--- src/rtl/mouse_cursor_tracker.sv ---
// Cursor position tracker: synchronises PS/2 movement/button levels into CLK,
// steps the cursor with auto-repeat, clamps it on screen and emits click events.
module mouse_cursor_tracker #(
  parameter int H_RES       = 640,
  parameter int V_RES       = 480,
  parameter int CURSOR_SIZE = 8,
  parameter int INIT_X      = 316,
  parameter int INIT_Y      = 236,
  parameter int STEP        = 1,
  parameter int MOVE_DIV    = 250000
) (
  input  logic       CLK,
  input  logic       RESET,
  input  logic       left_click,
  input  logic       right_click,
  input  logic       mouse_up,
  input  logic       mouse_down,
  input  logic       mouse_left,
  input  logic       mouse_right,
  output logic [9:0] cursor_x,
  output logic [9:0] cursor_y,
  output logic       left_held,
  output logic       left_pulse,
  output logic       right_pulse,
  output logic [9:0] click_x,
  output logic [9:0] click_y
);

  localparam int X_MAX = H_RES - CURSOR_SIZE;
  localparam int Y_MAX = V_RES - CURSOR_SIZE;
  localparam int CW    = $clog2(MOVE_DIV);
  localparam logic [CW-1:0] CNT_LAST = CW'(MOVE_DIV - 1);

  typedef enum logic {IDLE, MOVING} state_t;

  // bit order: left, right, up, down, left-dir, right-dir
  logic [5:0]        raw;
  logic [5:0]        s1_q, s1_d, s2_q, s2_d;
  state_t            state_q, state_d;
  logic [CW-1:0]     cnt_q, cnt_d;
  logic [9:0]        x_q, x_d, y_q, y_d;
  logic [9:0]        click_x_q, click_x_d, click_y_q, click_y_d;
  logic              lh_q, lh_d, rh_q, rh_d, lp_q, lp_d, rp_q, rp_d;

  logic              l_s, r_s, up_s, dn_s, lf_s, rt_s, active, step;
  logic signed [10:0] dx, dy, nx, ny;

  function automatic logic [9:0] clamp(input logic signed [10:0] v, input int max);
    if (v < 11'sd0)        clamp = '0;
    else if (int'(v) > max) clamp = 10'(max);
    else                   clamp = v[9:0];
  endfunction

  assign raw = {left_click, right_click, mouse_up, mouse_down, mouse_left, mouse_right};
  assign {l_s, r_s, up_s, dn_s, lf_s, rt_s} = s2_q;
  assign active = up_s | dn_s | lf_s | rt_s;

  always_comb begin
    s1_d = raw;
    s2_d = s1_q;

    dx = '0;
    if (rt_s && !lf_s)      dx = 11'(STEP);
    else if (lf_s && !rt_s) dx = -11'(STEP);
    dy = '0;
    if (dn_s && !up_s)      dy = 11'(STEP);
    else if (up_s && !dn_s) dy = -11'(STEP);

    step    = 1'b0;
    state_d = state_q;
    cnt_d   = cnt_q;
    case (state_q)
      IDLE: begin
        cnt_d = '0;
        if (active) begin
          step    = 1'b1;
          state_d = MOVING;
        end
      end
      MOVING: begin
        if (!active) begin
          state_d = IDLE;
          cnt_d   = '0;
        end else if (cnt_q == CNT_LAST) begin
          step  = 1'b1;
          cnt_d = '0;
        end else begin
          cnt_d = cnt_q + 1'b1;
        end
      end
      default: state_d = IDLE;
    endcase

    nx  = $signed({1'b0, x_q}) + dx;
    ny  = $signed({1'b0, y_q}) + dy;
    x_d = step ? clamp(nx, X_MAX) : x_q;
    y_d = step ? clamp(ny, Y_MAX) : y_q;

    lh_d = l_s;
    rh_d = r_s;
    lp_d = l_s & ~lh_q;
    rp_d = r_s & ~rh_q;
    // click position is the pre-step cursor of the press cycle
    click_x_d = lp_d ? x_q : click_x_q;
    click_y_d = lp_d ? y_q : click_y_q;
  end

  always_ff @(posedge CLK) begin
    if (RESET) begin
      s1_q      <= '0;
      s2_q      <= '0;
      state_q   <= IDLE;
      cnt_q     <= '0;
      x_q       <= 10'(INIT_X);
      y_q       <= 10'(INIT_Y);
      click_x_q <= 10'(INIT_X);
      click_y_q <= 10'(INIT_Y);
      lh_q      <= 1'b0;
      rh_q      <= 1'b0;
      lp_q      <= 1'b0;
      rp_q      <= 1'b0;
    end else begin
      s1_q      <= s1_d;
      s2_q      <= s2_d;
      state_q   <= state_d;
      cnt_q     <= cnt_d;
      x_q       <= x_d;
      y_q       <= y_d;
      click_x_q <= click_x_d;
      click_y_q <= click_y_d;
      lh_q      <= lh_d;
      rh_q      <= rh_d;
      lp_q      <= lp_d;
      rp_q      <= rp_d;
    end
  end

  assign cursor_x    = x_q;
  assign cursor_y    = y_q;
  assign click_x     = click_x_q;
  assign click_y     = click_y_q;
  assign left_held   = lh_q;
  assign left_pulse  = lp_q;
  assign right_pulse = rp_q;

endmodule

--- config.mk ---
export PLATFORM = sky130hd
export DESIGN_NAME = mouse_cursor_tracker
export DESIGN_NICKNAME = d
export VERILOG_FILES = /design/src/rtl/mouse_cursor_tracker.sv
export SDC_FILE = /design/constraint.sdc
export NUM_CORES = 1
export LEC_CHECK = 0
export ABC_AREA = 1
export CELL_PAD_IN_SITES_DETAIL_PLACEMENT = 1
export CELL_PAD_IN_SITES_GLOBAL_PLACEMENT = 2
export CORE_MARGIN = 2
export CORE_UTILIZATION = 31
export DETAILED_ROUTE_END_ITERATION = 10
export GPL_TIMING_DRIVEN = 1
export PLACE_DENSITY = 0.86
export SYNTH_ARGS = -nofsm -noshare
export SYNTH_HDL_FRONTEND = slang
export SYNTH_SLANG_ARGS = --single-unit
export TNS_END_PERCENT = 100
--- constraint.sdc ---
create_clock -name CLK -period 2.7 [get_ports CLK]
set_input_delay 0.405 -clock CLK [delete_from_list [all_inputs] [get_ports CLK]]
set_output_delay 0.405 -clock CLK [all_outputs]
set_load 0.01 [all_outputs]
==> metrics.md, run 1 <==
| Metric | Value |
|---|---|
| Vias in the first global route | 3,927 |
| Maximum vdd drop | 500.8 uV |
| CTS tree | done |
| # IOs | 51 |
| First-pass GRT wire length | roughly 20 mm |
| Top FF cell, synth | dfxtp_1 |
| CP Max Fanout | 7 |
| Port Buffers | 50 |
| Die Y | 119.1 um |
| Die area | about 0.014 mm2 |
| Final Max Slew Viols | 0 |
| Tcrit/Tclk final | 91.79% |
| Mapped Nets | 626 |
| Setup crit end kind | register |
| CP peak stage delay | 0.45 ns |
| Crit Reg-Reg Endpoint | cursor_x[1] |
| Placed insts | roughly 800 |
| Reg2reg setup slack | around 0.22 ns |
| Least-Margin Pin Slew | 0.6978 ns |
| Worst slew margin | 53.35% |
| Commonest cells after routing, fill and taps aside | nand2_1, inv_1, dfxtp_1 |
| Synth unique cells | 38 |
| Worst Hold Class | reg2reg |
| Syn-to-layout area delta | 24.27% |
| Fmax | 0.4035 GHz |
| CP required | 2.97 ns |
| Final Hold Violating Endpoints | 0 |
| Hold_sp | s1_q[1] |
| DRT iter0 DRCs | 160 |
| Row count | 42 |
| Mapped Cells | approximately 600 |
| EDFF count, synth | 0 |
| Clock skew | 0.004980 ns |
| Total track usage | between 10% and 20% |
| Wire per inst | ~14 um |
| Worst path arrival time | 2.75 ns |
| Post-synthesis instance area | 0.004109 mm2 |
| Final std cells w/o fill | approximately 840 |
| Yosys reg bits | 75 |
| Setup Viol. Count Final | 0 |
| Core ar. | 0.01309 mm2 |
| R2R depth | 14 |
| Max-cap viol count | 0 |
| Most common cell after layout, fill and taps aside | nand2_1 |
| Critical path type | reg2reg |
| Fin worst setup slack | 0.2215 ns |
| Vias | approximately 4,000 |
| Final nets | 681 |
| Critical R2R Launch | s2_q[0] |
| N_diodes | 0 |
| Syn Area/Cell | 6.803 um2 |
| Critical path startpoint category | register |
| Power Density | 565.6 mW/mm2 |
| CTS sink count | 75 |
| Critical path's slowest cell | fa_1 |
| Chip width | roughly 120 um |
| DRT Pass-1 Iters | 4 |
| Residual DRC | 0 |
| Status | finished clean |
| Largest net degree at the start of global routing | 41 |
| Drt via density | 4.779 |
| Worst path cell trace | inv_1, ha_1, inv_1, ha_1, fa_1, xor2_1, nand2_1, nand3_1, nor2_1, nand3_1, nand3_1, nand2_2, nand3_1, a21oi_1 |
| Buf/Inv on CP | 2 |
| CP top delay family | adder cells |
| Most used cell, CP | nand3_1 |
| Post-Place Worst Slack | 0.1365 ns |
| Antenna Nets Post-Route | 0 |
| Layout cell share with drive strength beyond 1 | 8.623% |
| Clock root cell | clkbuf_16 |
| Placer Congestion | 0.8510 |
| Clock-pin slew on the worst setup and hold paths | 0.06 ns |
| Fin area | between 0.005 and 0.006 mm2 |
| Minimum clock period | approximately 2.5 ns |
| Worst min-delay path endpoint | s2_q[1] |
| Hold slack final | 0.3980 ns |
| CTS Buffer Depth | 2 |
| Final wirelength | about 12 mm |
| Register area share after synthesis | a little over a third |
| RSZ-0062 raised after global routing | false |
| Initial antenna violation count | 0 |
| Grt ovf | 0 |
| Leakage Power | ~2.3 nW |
| Skew-Pair Late Insertion Delay | 0.34 ns |
| Dpl hpwl | 9.108 mm |
| Ys Warns | 0 |
| Setup Total Neg Slack | 0 ns |
| Placed Area | 0.004838 mm2 |
| Initial Util | 31.40% |
| Post-synth ARST share | 0% |
| CTS buffer count | 9 |
| Hold path depth | 2 |
| Max H-tree Level | 3 |
-- worst max path at each step --
stage	start	end	slack, ns	depth (start not counted)
4_1_cts	s2_q[3]	cursor_y[7]	0.13	14
2_1_floorplan	s2_q[3]	cursor_y[4]	0.46	15
3_3_place_gp	s2_q[2]	cursor_y[7]	0.25	14
3_5_place_dp	s2_q[3]	cursor_y[7]	0.14	14
6_report	s2_q[0]	cursor_x[1]	0.22	14
5_1_grt	s2_q[3]	cursor_y[4]	0.03	15
-- power by group --
group          internal, mW  switching [mW]
sequential             1.16          0.0665
combinational         0.233           0.354
clock                 0.633           0.439
total                  2.03           0.859
-- synthesized netlist by cell type, types with 6 or more instances --
| cell type | n | share of area, % |
|---|---|---|
| inv_1 | 75 | 6.9 |
| o21ai_0 | 24 | 2.9 |
| dfxtp_1 | 75 | 37 |
| o21ai_1 | 8 | 0.97 |
| a21oi_1 | 37 | 4.5 |
| nand4_1 | 10 | 1.5 |
| nand2_1 | 169 | 15 |
| ha_1 | 12 | 3.7 |
| nand2_2 | 7 | 1.1 |
| nand3_1 | 38 | 4.6 |
| clkbuf_1 | 12 | 1.1 |
| nor3_1 | 7 | 0.85 |
| inv_2 | 6 | 0.55 |
| nor2_1 | 71 | 6.5 |
-- worst reg2reg max path: stages, from the launching register on --
cell     delay, ns
dfxtp_1       0.30
inv_1         0.06
ha_1          0.28
inv_1         0.05
ha_1          0.20
fa_1          0.45
xor2_1        0.28
nand2_1       0.09
nand3_1       0.09
nor2_1        0.05
nand3_1       0.07
nand3_1       0.11
nand2_2       0.15
nand3_1       0.11
a21oi_1       0.14
-- metrics by stage --
step | total power, mW | utilization, %
2_1_floorplan | 1.610 | -
3_3_place_gp | 1.825 | 36.98
3_5_place_dp | 1.837 | 36.98
4_1_cts | 2.924 | 38.89
5_1_grt | 3.052 | 39.02
6_report | 2.888 | 39.02
-- final cells by class --
cell class	count	area [um2]
fill	1666	7979
clock buffer	13	250.2
sequential	75	1501
multi-input combinational	432	2243
tap	176	220.2
timing repair buffer	59	580.6
inverter	82	310.3
-- flip-flops by register name (all words and copies together) (netlist names) --
| signal | flops |
|---|---|
| click_x | 10 |
| cnt_q | 18 |
| right_pulse | 1 |
| cursor_x | 10 |
| left_held | 1 |
| rh_q | 1 |
| s1_q | 6 |
| cursor_y | 10 |
| left_pulse | 1 |
| click_y | 10 |
| s2_q | 6 |
| state_q | 1 |
-- per-layer routing --
metal	up-vias	GRT usage, %	share of wire (%)
met4	0	4.018	0.96
met1	1902	21.90	47
met2	72	29.06	47
met3	9	4.789	4.5
li1	2017	-	-
met5	-	0	0
-- timing repair --
item,CTS,global route
resized for setup,0,7
buffers inserted,0,0
hold buffers,0,0
endpoints found under the setup margin,0,6
-- cell families (layout without fill, tap and decap cells) --
logic type / Yosys count / after routing / synth area share (%)
and+or+nand+nor: 321 / 321 / 34.01
adders and majority gates: 14 / 14 / 4.628
buffers and inverters: 97 / 154 / 9.226
AOI/OAI and AO/OA: 86 / 86 / 11.42
xor gates and xnor gates: 11 / 11 / 4.172
DFF: 75 / 75 / 36.54
Power figures use the tool's default switching activity.
==> inputs of run 2 (changes only) <==
--- a/config.mk
+++ b/config.mk
@@ -13,6 +13,7 @@
 export DETAILED_ROUTE_END_ITERATION = 10
 export GPL_TIMING_DRIVEN = 1
 export PLACE_DENSITY = 0.86
+export SKIP_CTS_REPAIR_TIMING = 1
 export SYNTH_ARGS = -nofsm -noshare
 export SYNTH_HDL_FRONTEND = slang
 export SYNTH_SLANG_ARGS = --single-unit
==> results of run 2 <==
Same layout as run 1: the final DEF is identical, and so are final timing and power.
==> inputs of run 3 (changes only) <==
--- a/config.mk
+++ b/config.mk
@@ -17,4 +17,4 @@
 export SYNTH_ARGS = -nofsm -noshare
 export SYNTH_HDL_FRONTEND = slang
 export SYNTH_SLANG_ARGS = --single-unit
-export TNS_END_PERCENT = 100
+export TNS_END_PERCENT = 30
==> results of run 3 <==
Same layout as run 1: the final DEF is identical, and so are final timing and power.
